`src/rtl/edge_nic_pkg.sv`:
```
// Shared types and constants for the mesh edge network interface.
package edge_nic_pkg;

  localparam int unsigned COORD_W     = 3;
  localparam int unsigned PKT_MAX_LEN = 15;
  localparam int unsigned PKT_LEN_W   = 4;
  localparam int unsigned PKT_DATA_W  = PKT_MAX_LEN * 8;

  localparam logic [7:0]  IDLE_BYTE    = 8'h00;
  localparam int unsigned HDR_FLAG_BIT = 7;
  localparam int unsigned HDR_X_LSB    = 4;
  localparam int unsigned HDR_Y_LSB    = 1;

  typedef enum logic [1:0] {T_IDLE, T_HDR, T_LEN, T_PAY} tx_state_e;
  typedef enum logic [1:0] {R_IDLE, R_LEN, R_PAY} rx_state_e;

  // Sized for the largest legal MAX_LEN; narrower instances leave upper bytes zero.
  typedef struct packed {
    logic [COORD_W-1:0]    dest_x;
    logic [COORD_W-1:0]    dest_y;
    logic [PKT_LEN_W-1:0]  len;
    logic [PKT_DATA_W-1:0] data;
  } edge_pkt_t;

  function automatic logic [7:0] hdr_byte(input edge_pkt_t p);
    logic [7:0] b;
    b = '0;
    b[HDR_FLAG_BIT] = 1'b1;
    b[HDR_X_LSB +: COORD_W] = p.dest_x;
    b[HDR_Y_LSB +: COORD_W] = p.dest_y;
    return b;
  endfunction

  function automatic logic [7:0] pay_byte(input edge_pkt_t p, input logic [PKT_LEN_W-1:0] idx);
    return p.data[{idx, 3'b000} +: 8];
  endfunction

endpackage

```
`src/rtl/edge_nic_fifo.sv`:
```
// Packet FIFO for the TX path; exposes the head and the entry behind it.
module edge_pkt_fifo
  import edge_nic_pkg::*;
#(
  parameter int unsigned DEPTH = 2
) (
  input  logic                     clk,
  input  logic                     rst,
  input  logic                     push_i,
  input  edge_pkt_t                pkt_i,
  input  logic                     pop_i,
  output edge_pkt_t                head_o,
  output edge_pkt_t                next_o,
  output logic [$clog2(DEPTH):0]   count_o,
  output logic                     full_o,
  output logic                     empty_o
);

  localparam int unsigned PTR_W = $clog2(DEPTH);

  edge_pkt_t        mem_q [DEPTH];
  logic [PTR_W:0]   wr_q;
  logic [PTR_W:0]   rd_q;
  logic [PTR_W-1:0] rd_nxt;
  logic             do_push;
  logic             do_pop;

  assign do_push = push_i & ~full_o;
  assign do_pop  = pop_i & ~empty_o;
  assign count_o = wr_q - rd_q;
  assign full_o  = (count_o == (PTR_W+1)'(DEPTH));
  assign empty_o = (wr_q == rd_q);
  assign rd_nxt  = rd_q[PTR_W-1:0] + PTR_W'(1);
  assign head_o  = mem_q[rd_q[PTR_W-1:0]];
  assign next_o  = mem_q[rd_nxt];

  always_ff @(posedge clk or posedge rst) begin
    if (rst) begin
      wr_q <= '0;
      rd_q <= '0;
    end else begin
      if (do_push) wr_q <= wr_q + (PTR_W+1)'(1);
      if (do_pop)  rd_q <= rd_q + (PTR_W+1)'(1);
    end
  end

  always_ff @(posedge clk) begin
    if (do_push) mem_q[wr_q[PTR_W-1:0]] <= pkt_i;
  end

endmodule

```
`src/rtl/edge_nic.sv`:
```
// Edge NIC: host packets serialized onto the inbound edge link, outbound link
// bytes reassembled into packets for the host.
module edge_nic
  import edge_nic_pkg::*;
#(
  parameter int unsigned MAX_LEN  = 4,
  parameter int unsigned TX_DEPTH = 2,
  parameter int unsigned LEN_W    = $clog2(MAX_LEN + 1)
) (
  input  logic               clk,
  input  logic               rst,
  input  logic               tx_valid,
  output logic               tx_ready,
  input  logic [2:0]         tx_dest_x,
  input  logic [2:0]         tx_dest_y,
  input  logic [LEN_W-1:0]   tx_len,
  input  logic [MAX_LEN*8-1:0] tx_data,
  output logic               tx_err,
  output logic [7:0]         link_out,
  input  logic [7:0]         link_in,
  output logic               rx_valid,
  input  logic               rx_ready,
  output logic [2:0]         rx_dest_x,
  output logic [2:0]         rx_dest_y,
  output logic [LEN_W-1:0]   rx_len,
  output logic [MAX_LEN*8-1:0] rx_data,
  output logic               rx_err,
  output logic               rx_drop
);

  localparam int unsigned CNT_W = $clog2(TX_DEPTH) + 1;

  // ---------------- TX ----------------
  edge_pkt_t            push_pkt, fifo_head, fifo_next, idle_pkt, follow_pkt;
  logic [CNT_W-1:0]     fifo_count;
  logic                 fifo_full, fifo_empty;
  logic                 tx_len_ok, tx_push, pkt_done, follow_valid;
  logic [PKT_LEN_W-1:0] tx_nxt_idx;
  tx_state_e            tx_state_q;
  logic [PKT_LEN_W-1:0] tx_cnt_q;
  logic [7:0]           link_out_q;
  logic                 tx_err_q;

  assign tx_ready = ~fifo_full;

  // The packet following the current one may still be on the input port this
  // cycle, so the header byte is taken from the bypass when the FIFO lacks it.
  always_comb begin
    push_pkt        = '0;
    push_pkt.dest_x = tx_dest_x;
    push_pkt.dest_y = tx_dest_y;
    push_pkt.len    = PKT_LEN_W'(tx_len);
    push_pkt.data   = PKT_DATA_W'(tx_data);
    tx_len_ok       = (tx_len <= LEN_W'(MAX_LEN));
    tx_push         = tx_valid & ~fifo_full & tx_len_ok;
    idle_pkt        = fifo_empty ? push_pkt : fifo_head;
    follow_valid    = (fifo_count > CNT_W'(1)) | tx_push;
    follow_pkt      = (fifo_count > CNT_W'(1)) ? fifo_next : push_pkt;
    pkt_done        = ((tx_state_q == T_LEN) && (fifo_head.len == '0)) ||
                      ((tx_state_q == T_PAY) && (tx_cnt_q + PKT_LEN_W'(1) == fifo_head.len));
    tx_nxt_idx      = (tx_state_q == T_LEN) ? '0 : tx_cnt_q + PKT_LEN_W'(1);
  end

  edge_pkt_fifo #(.DEPTH(TX_DEPTH)) u_fifo (
    .clk     (clk),
    .rst     (rst),
    .push_i  (tx_push),
    .pkt_i   (push_pkt),
    .pop_i   (pkt_done),
    .head_o  (fifo_head),
    .next_o  (fifo_next),
    .count_o (fifo_count),
    .full_o  (fifo_full),
    .empty_o (fifo_empty)
  );

  always_ff @(posedge clk or posedge rst) begin
    if (rst) begin
      tx_state_q <= T_IDLE;
      tx_cnt_q   <= '0;
      link_out_q <= IDLE_BYTE;
      tx_err_q   <= 1'b0;
    end else begin
      tx_err_q <= tx_valid & ~fifo_full & ~tx_len_ok;
      case (tx_state_q)
        T_IDLE: begin
          if (!fifo_empty || tx_push) begin
            tx_state_q <= T_HDR;
            link_out_q <= hdr_byte(idle_pkt);
          end else begin
            link_out_q <= IDLE_BYTE;
          end
        end
        T_HDR: begin
          tx_state_q <= T_LEN;
          link_out_q <= {4'b0000, fifo_head.len};
        end
        T_LEN, T_PAY: begin
          if (pkt_done) begin
            if (follow_valid) begin
              tx_state_q <= T_HDR;
              link_out_q <= hdr_byte(follow_pkt);
            end else begin
              tx_state_q <= T_IDLE;
              link_out_q <= IDLE_BYTE;
            end
          end else begin
            tx_state_q <= T_PAY;
            tx_cnt_q   <= tx_nxt_idx;
            link_out_q <= pay_byte(fifo_head, tx_nxt_idx);
          end
        end
        default: begin
          tx_state_q <= T_IDLE;
          link_out_q <= IDLE_BYTE;
        end
      endcase
    end
  end

  assign link_out = link_out_q;
  assign tx_err   = tx_err_q;

  // ---------------- RX ----------------
  rx_state_e            rx_state_q;
  logic [COORD_W-1:0]   hdr_x_q, hdr_y_q;
  logic [LEN_W-1:0]     asm_len_q, rx_cnt_q;
  logic [MAX_LEN*8-1:0] asm_q, asm_fill;
  logic                 rx_complete, rx_load;
  logic [LEN_W-1:0]     cmp_len;
  logic [MAX_LEN*8-1:0] cmp_data;
  logic                 rx_valid_q, rx_err_q, rx_drop_q;
  logic [COORD_W-1:0]   rx_x_q, rx_y_q;
  logic [LEN_W-1:0]     rx_len_q;
  logic [MAX_LEN*8-1:0] rx_data_q;

  always_comb begin
    asm_fill = asm_q;
    asm_fill[{rx_cnt_q, 3'b000} +: 8] = link_in;
    rx_complete = 1'b0;
    cmp_len     = '0;
    cmp_data    = '0;
    if ((rx_state_q == R_LEN) && (link_in == 8'h00)) begin
      rx_complete = 1'b1;
    end
    if ((rx_state_q == R_PAY) && (rx_cnt_q + LEN_W'(1) == asm_len_q)) begin
      rx_complete = 1'b1;
      cmp_len     = asm_len_q;
      cmp_data    = asm_fill;
    end
    rx_load = rx_complete & (~rx_valid_q | rx_ready);
  end

  always_ff @(posedge clk or posedge rst) begin
    if (rst) begin
      rx_state_q <= R_IDLE;
      hdr_x_q    <= '0;
      hdr_y_q    <= '0;
      asm_len_q  <= '0;
      rx_cnt_q   <= '0;
      asm_q      <= '0;
      rx_valid_q <= 1'b0;
      rx_err_q   <= 1'b0;
      rx_drop_q  <= 1'b0;
      rx_x_q     <= '0;
      rx_y_q     <= '0;
      rx_len_q   <= '0;
      rx_data_q  <= '0;
    end else begin
      rx_err_q  <= 1'b0;
      rx_drop_q <= 1'b0;
      if (rx_valid_q && rx_ready) rx_valid_q <= 1'b0;
      if (rx_load) begin
        rx_valid_q <= 1'b1;
        rx_x_q     <= hdr_x_q;
        rx_y_q     <= hdr_y_q;
        rx_len_q   <= cmp_len;
        rx_data_q  <= cmp_data;
      end else if (rx_complete) begin
        rx_drop_q <= 1'b1;
      end
      case (rx_state_q)
        R_IDLE: begin
          if (link_in[HDR_FLAG_BIT]) begin
            hdr_x_q    <= link_in[HDR_X_LSB +: COORD_W];
            hdr_y_q    <= link_in[HDR_Y_LSB +: COORD_W];
            rx_state_q <= R_LEN;
          end
        end
        R_LEN: begin
          if (link_in > 8'(MAX_LEN)) begin
            rx_err_q   <= 1'b1;
            rx_state_q <= R_IDLE;
          end else if (link_in == 8'h00) begin
            rx_state_q <= R_IDLE;
          end else begin
            asm_len_q  <= link_in[LEN_W-1:0];
            rx_cnt_q   <= '0;
            asm_q      <= '0;
            rx_state_q <= R_PAY;
          end
        end
        R_PAY: begin
          if (rx_complete) begin
            rx_state_q <= R_IDLE;
          end else begin
            asm_q    <= asm_fill;
            rx_cnt_q <= rx_cnt_q + LEN_W'(1);
          end
        end
        default: rx_state_q <= R_IDLE;
      endcase
    end
  end

  assign rx_valid  = rx_valid_q;
  assign rx_dest_x = rx_x_q;
  assign rx_dest_y = rx_y_q;
  assign rx_len    = rx_len_q;
  assign rx_data   = rx_data_q;
  assign rx_err    = rx_err_q;
  assign rx_drop   = rx_drop_q;

endmodule

```
`config.mk`:
```
export PLATFORM = sky130hd
export DESIGN_NAME = edge_nic
export DESIGN_NICKNAME = d
export VERILOG_FILES = /design/src/rtl/edge_nic_pkg.sv /design/src/rtl/edge_nic_fifo.sv /design/src/rtl/edge_nic.sv
export SDC_FILE = /design/constraint.sdc
export NUM_CORES = 1
export LEC_CHECK = 0
export CAP_MARGIN = 5
export CORE_MARGIN = 1.5
export CORE_UTILIZATION = 55
export DETAILED_ROUTE_END_ITERATION = 8
export DONT_BUFFER_PORTS = 1
export PLACE_DENSITY = 0.7
export SYNTH_ARGS = -nofsm -noshare
export SYNTH_HDL_FRONTEND = slang
export SYNTH_SLANG_ARGS = --single-unit
```
`constraint.sdc`:
```
create_clock -name clk -period 5.85 [get_ports clk]
set_clock_uncertainty 0.15 [all_clocks]
set_input_delay 0.585 -clock clk [delete_from_list [all_inputs] [get_ports clk]]
set_output_delay 0.585 -clock clk [all_outputs]
set_load 0.02 [all_outputs]
```
==> impl_metrics.env, run 1 <==
export IMPL_vias=5093
export IMPL_rows=44
export IMPL_final_nets=700
export IMPL_io_buffers=0
export IMPL_rsz0062_at_grt="no"
export IMPL_cts_buffers=17
export IMPL_finalHoldViolCount=10
export IMPL_setup_ws_ps=2470
export IMPL_period_share=0.578
export IMPL_ctsResizeCount=0
export IMPL_fmax_mhz=296
export IMPL_synth_cell_type_count=53
export IMPL_synth_edf_count=82
export IMPL_drt_iter0_markers=302
export IMPL_drt_pass1_iter_count=8
export IMPL_ant_nets=0
export IMPL_track_usage=0.217
export IMPL_insertedDiodeCount=0
export IMPL_drv_slew=0
export IMPL_yosys_top_cells_area="dfrtp_1 33%, edfxtp_1 30%, mux2i_1 5.8%"
export IMPL_synth_flop_cell="dfrtp_1"
export IMPL_syn_instance_count=658
export IMPL_period_needed_ps=3380
export IMPL_htree_levels=4
export IMPL_vdd_ir_drop_worst_v=0.000282
export IMPL_synth_top_area_share=0.328
export IMPL_grt_pass1_wl_um=26700
export IMPL_cp_data_arrival_time_ps=3270
export IMPL_place_hpwl_um=10900
export IMPL_dp_slack_ps=2450
export IMPL_synth_nets=716
export IMPL_cp_required_ps=5740
export IMPL_synth_common_cells="109 x dfrtp_1, 82 x edfxtp_1, 73 x nand2_1"
export IMPL_holdWs_ps=-9.67
export IMPL_min_path_type="in -> async"
export IMPL_cts_clk_slew_worst_paths_ps=70
export IMPL_ys_seq_area_frac=0.625
export IMPL_synth_most_common_cell="dfrtp_1"
export IMPL_wl_per_cell_um=19.6
export IMPL_startpoint_type="flip-flop"
export IMPL_routed_via_density=6.07
export IMPL_initial_core_util=0.567
export IMPL_violations="design-rule violations, negative hold slack"
export IMPL_p_leak_nw=3.68
export IMPL_synth_top_area_cell="dfrtp_1"
export IMPL_clock_sinks=191
export IMPL_antenna_found_initial=0
export IMPL_yosysWarnings=0
export IMPL_core_area_um2=14600
export IMPL_maxCapViolations=0
export IMPL_clk_latency_ps=430
export IMPL_fp_dieH_um=126
export IMPL_worst_r2r_cell_count=6
export IMPL_gr_total_overflow=0
export IMPL_grt_pass1_vias=5164
export IMPL_dieArea_um2=15900
export IMPL_ys_ff_latch=191
export IMPL_grt_max_degree=57
export IMPL_synthToLayoutAreaGrowth_pct=8.36
export IMPL_cts_tree="done"
export IMPL_routabilityCongestion=0.891
export IMPL_netlist_area_um2=8310
export IMPL_fin_cells=839
export IMPL_syn_area_per_cell_um2=12.6
export IMPL_finalSetupViolCount=0
export IMPL_synthArstFlopShare=0.571
export IMPL_drt_total_wl_um=16400
export IMPL_dp_cells=807
export IMPL_drive_gt1_frac=0.116
export IMPL_critical_path_class="reg -> reg"
export IMPL_crit_fanout=42
export IMPL_cts_hold_buf=0
export IMPL_clk_path_buf_depth=2
export IMPL_drc_errors=7
export IMPL_clockRootBuffer="clkbuf_16"
export IMPL_status="complete, but fails checks"
export IMPL_io_pins=107
export IMPL_setup_tns_ps=0
export IMPL_relSlewSlack=0.195
export IMPL_end_kind="flip-flop"
export IMPL_power_density_nw_per_um2=491
export IMPL_postCtsSetupBuffers=0
export IMPL_tightest_slew_ps=1200
export IMPL_fp_dieW_um=126
path summary, 6_finish.rpt:
kind	slack, ps	to	from
worst max-delay path	2470	u_fifo.mem_q[1][21]$_DFFE_PP_	u_fifo.rd_q[0]$_DFFE_PP0P_
worst min-delay path	-10	rx_len[0]$_DFFE_PP0P_	rst
worst max register to register	2470	u_fifo.mem_q[1][21]$_DFFE_PP_	u_fifo.rd_q[0]$_DFFE_PP0P_
worst min register to register	320	rx_err$_DFF_PP0_	rx_state_q[1]$_DFFE_PP0P_
max in group asynchronous	4410	tx_cnt_q[1]$_DFFE_PP0P_	rst
min in group clk	100	u_fifo.mem_q[0][36]$_DFFE_PP_	tx_dest_y[1]
per-layer routing:
metal / up-vias / wire [um] / global-route usage
met5: - / 0 / 0
met4: 0 / 352 / 0.0818
met3: 22 / 931 / 0.0556
met2: 154 / 8470 / 0.374
met1: 2527 / 6680 / 0.266
li1: 2390 / - / -
logic make-up after synthesis:
logic type / after synthesis / share of synthesized area
adders and majority gates: 5 / 0.00753
DFF: 191 / 0.625
muxes: 75 / 0.101
AOI/OAI and AO/OA: 169 / 0.135
and+or+nand+nor: 147 / 0.0848
xor gates and xnor gates: 16 / 0.0185
buffers and inverters: 55 / 0.0279
layout make-up:
cell class,instances,area (um^2)
Fill cell,1140,5640
Sequential cell,191,5190
Multi-Input combinational cell,412,2910
Clock buffer,21,472
Tap cell,184,230
Clock inverter,11,105
Inverter,15,58.8
Timing Repair Buffer,5,37.5
sequential cells by signal, indices dropped and copies added (netlist names):
name          count
asm_len_q         3
asm_q            32
hdr_x_q           3
hdr_y_q           3
link_out          8
rx_cnt_q          3
rx_data          32
rx_dest_x         3
rx_dest_y         3
rx_drop           1
rx_err            1
rx_len            3
rx_state_q        2
rx_valid          1
tx_cnt_q          4
tx_err            1
tx_state_q        2
u_fifo.mem_q     82
u_fifo.rd_q       2
u_fifo.wr_q       2
report_power, final:
group,leakage (nW),switching [W],internal (W),total [W]
Clock,0.279,0.000481,0.000626,0.00111
Combinational,1.20,0.000882,0.000571,0.00145
Sequential,2.20,0.000189,0.00167,0.00186
per-stage QoR:
| step | cell area [um^2] | util | total power (W) |
|---|---|---|---|
| global route | 9000 | 0.615 | 0.00467 |
| floorplan | 8310 | - | 0.00301 |
| CTS | 9000 | 0.615 | 0.00444 |
| finish | 9000 | 0.615 | 0.00442 |
| detailed placement | 8430 | 0.575 | 0.00334 |
| global placement | 8430 | 0.575 | 0.00330 |
cells in the final DEF, fill, tap and decap left out, types with 4 or more instances in the layout:
cell type | netlist | final
clkbuf_16 | 0 | 18
a211oi_1 | 6 | 6
o221ai_1 | 6 | 6
o21ai_0 | 62 | 62
clkinv_4 | 0 | 4
ha_1 | 5 | 5
nand2_1 | 73 | 73
o31ai_1 | 9 | 9
edfxtp_1 | 82 | 82
buf_4 | 1 | 5
xor2_1 | 5 | 5
nor2b_1 | 7 | 7
xnor2_1 | 10 | 10
nor2_1 | 27 | 25
dfrtp_1 | 109 | 109
and2_1 | 4 | 4
inv_1 | 15 | 14
nand3_1 | 8 | 8
mux2i_1 | 48 | 48
mux2_2 | 18 | 18
mux2_4 | 6 | 6
o22ai_1 | 15 | 15
a21oi_1 | 18 | 18
o211ai_1 | 6 | 6
a22o_1 | 33 | 33
nand2b_1 | 13 | 13
critical path, stage by stage (launching register included):
cell and delay (ps):
dfrtp_1 320, buf_4 420, ha_1 310, xnor2_1 250
nand2_1 310, nand2_1 240, nor2_4 960
(Power assumes the default switching activity.)
==> inputs of run 2 (changes only) <==
==> constraint.sdc (replaced) <==
create_clock -name clk -period 3.3 [get_ports clk]
set_clock_uncertainty 0.15 [all_clocks]
set_input_delay 0.33 -clock clk [delete_from_list [all_inputs] [get_ports clk]]
set_output_delay 0.33 -clock clk [all_outputs]
set_load 0.02 [all_outputs]
==> run 2 against run 1 <==
Effect of this change: the flow finishes with violations (design-rule violations); count of clock-buffer cells in the layout decreased by 2; combinational power is 92% higher; core utilization increased by 4.6 points; first-iteration DRC count is 59% higher; clock power up 94%; sequential power rose by 78%; sequential cell count unchanged; fmax up 19%; routed wire length rose by 14%; critical path type unchanged; critical endpoint is now rx_data[0]$_DFFE_PP0P_; largest cell class unchanged.
==> impl_metrics.env, run 2 (synthesis results as in run 1) <==
export IMPL_rrSetupSlack_ps=470
export IMPL_io_pins=107
export IMPL_clk_latency_ps=440
export IMPL_grt_max_degree=69
export IMPL_cp_data_arrival_time_ps=3030
export IMPL_clockRootBuffer="clkbuf_16"
export IMPL_ant_nets=0
export IMPL_period_needed_ps=2830
export IMPL_final_common_cell="dfrtp_1"
export IMPL_drc_errors=20
export IMPL_relSlewSlack=0.348
export IMPL_drt_pass1_iter_count=7
export IMPL_dp_slack_ps=502
export IMPL_track_usage=0.250
export IMPL_routabilityCongestion=0.812
export IMPL_fillers=1056
export IMPL_fin_util=0.661
export IMPL_top_layer_used="met4"
export IMPL_htree_levels=4
export IMPL_cp_required_ps=3500
export IMPL_grt_pass1_wl_um=30300
export IMPL_violations="design-rule violations"
export IMPL_grt_pass1_vias=5739
export IMPL_fp_dieH_um=126
export IMPL_setup_ws_ps=467
export IMPL_maxCapViolations=0
export IMPL_cts_buffers=17
export IMPL_crit_slowest_cell="dfrtp_1"
export IMPL_vdd_ir_drop_worst_v=0.000552
export IMPL_tightest_slew_ps=977
export IMPL_cts_tree="done"
export IMPL_drt_iter0_markers=481
export IMPL_clk_path_buf_depth=2
export IMPL_total_power_w=0.00825
export IMPL_min_path_type="in -> reg"
export IMPL_antenna_found_initial=0
export IMPL_fp_dieW_um=126
export IMPL_slowest_delay_ps=440
export IMPL_final_nets=763
export IMPL_critical_path_class="reg -> reg"
export IMPL_drive_gt1_frac=0.120
export IMPL_layout_common_cells="109 x dfrtp_1, 82 x edfxtp_1, 73 x nand2_1, 62 x o21ai_0, 53 x dlygate4sd3_1"
export IMPL_gr_total_overflow=0
export IMPL_largest_register_ffs=82
export IMPL_setup_tns_ps=0
export IMPL_core_area_um2=14600
export IMPL_vias=5530
export IMPL_routed_via_density=6.12
export IMPL_p_leak_nw=3.95
export IMPL_finalHoldViolCount=0
export IMPL_fin_cells=903
export IMPL_power_density_nw_per_um2=853
export IMPL_startpoint_type="flip-flop"
export IMPL_finalSetupViolCount=0
export IMPL_dieArea_um2=15900
export IMPL_rows=44
export IMPL_initial_core_util=0.567
export IMPL_period_share=0.859
export IMPL_io_buffers=0
export IMPL_place_hpwl_um=11300
export IMPL_crit_fanout=24
export IMPL_rsz0062_at_grt="no"
export IMPL_cts_clk_slew_worst_paths_ps=70
export IMPL_wl_met2_um=9570
export IMPL_drt_total_wl_um=18800
export IMPL_status="complete, but fails checks"
export IMPL_synthToLayoutAreaGrowth_pct=16.5
export IMPL_fmax_mhz=353
export IMPL_routed_wl_met3_um=1080
export IMPL_wl_met1_um=7570
export IMPL_crit_chain="inv_1 > ha_1 > xnor2_1 > nand3_1 > nor2b_1 > nand2_1 > buf_4 > o21ai_0"
export IMPL_end_kind="flip-flop"
export IMPL_dp_cells=817
export IMPL_drv_slew=0
export IMPL_clock_sinks=191
export IMPL_wl_per_cell_um=20.8
## run 2: worst paths after layout
check | start | end | depth (start not counted)
max | rx_cnt_q[0]$_DFFE_PP0P_ | rx_data[0]$_DFFE_PP0P_ | 8
min | link_in[2] | rx_data[2]$_DFFE_PP0P_ | 2
max reg2reg | rx_cnt_q[0]$_DFFE_PP0P_ | rx_data[0]$_DFFE_PP0P_ | 8
min reg2reg | rx_state_q[1]$_DFFE_PP0P_ | rx_err$_DFF_PP0_ | 1
max in group asynchronous | rst | rx_cnt_q[1]$_DFFE_PP0P_ | 3
min in group asynchronous | rst | tx_err$_DFF_PP0_ | 2
## run 2: layout make-up
| class | count | area (um^2) | share of cell area |
|---|---|---|---|
| well taps | 184 | 230 | 0.0238 |
| diodes | 1 | 2.50 | 0.000259 |
| repair buffers | 68 | 668 | 0.0690 |
| flip-flops and latches | 191 | 5190 | 0.536 |
| clock buffers | 19 | 433 | 0.0447 |
| multi-input cells | 412 | 2910 | 0.301 |
| inverters | 15 | 60.1 | 0.00620 |
| clock inverters | 13 | 186 | 0.0193 |
## run 2: per-layer routing
layer | up-vias | global-route usage
li1 | 2518 | -
met1 | 2773 | 0.301
met2 | 201 | 0.425
met3 | 38 | 0.0629
met4 | 0 | 0.118
met5 | - | 0
## run 2: metrics by stage
| step | hold WS (ps) | cell area, um^2 |
|---|---|---|
| floorplan | 270 | 8320 |
| finish | 18.7 | 9680 |
| CTS | 0.937 | 9680 |
| detailed placement | 279 | 8530 |
| global placement | 279 | 8530 |
| global route | 11.0 | 9680 |
## run 2: power breakdown
part           total [W]  switching, W  internal [W]  leakage (nW)
Clock            0.00215      0.000882       0.00127         0.282
Sequential       0.00331      0.000357       0.00295          2.20
Combinational    0.00279       0.00165       0.00114          1.47
## run 2: critical path, delay by kind of cell (launching register included)
family | cells | cell delay (ps)
AOI/OAI and AO/OA | 1 | 210
xor gates and xnor gates | 1 | 220
adders and majority gates | 1 | 430
buffers and inverters | 2 | 410
DFF | 1 | 440
and+or+nand+nor | 3 | 880
## run 2: what timing repair did
item                                   CTS  global route
setup buffers                            0             0
hold buffers                            53             0
endpoints found under the hold margin  192             0
gates resized for setup                  0             0
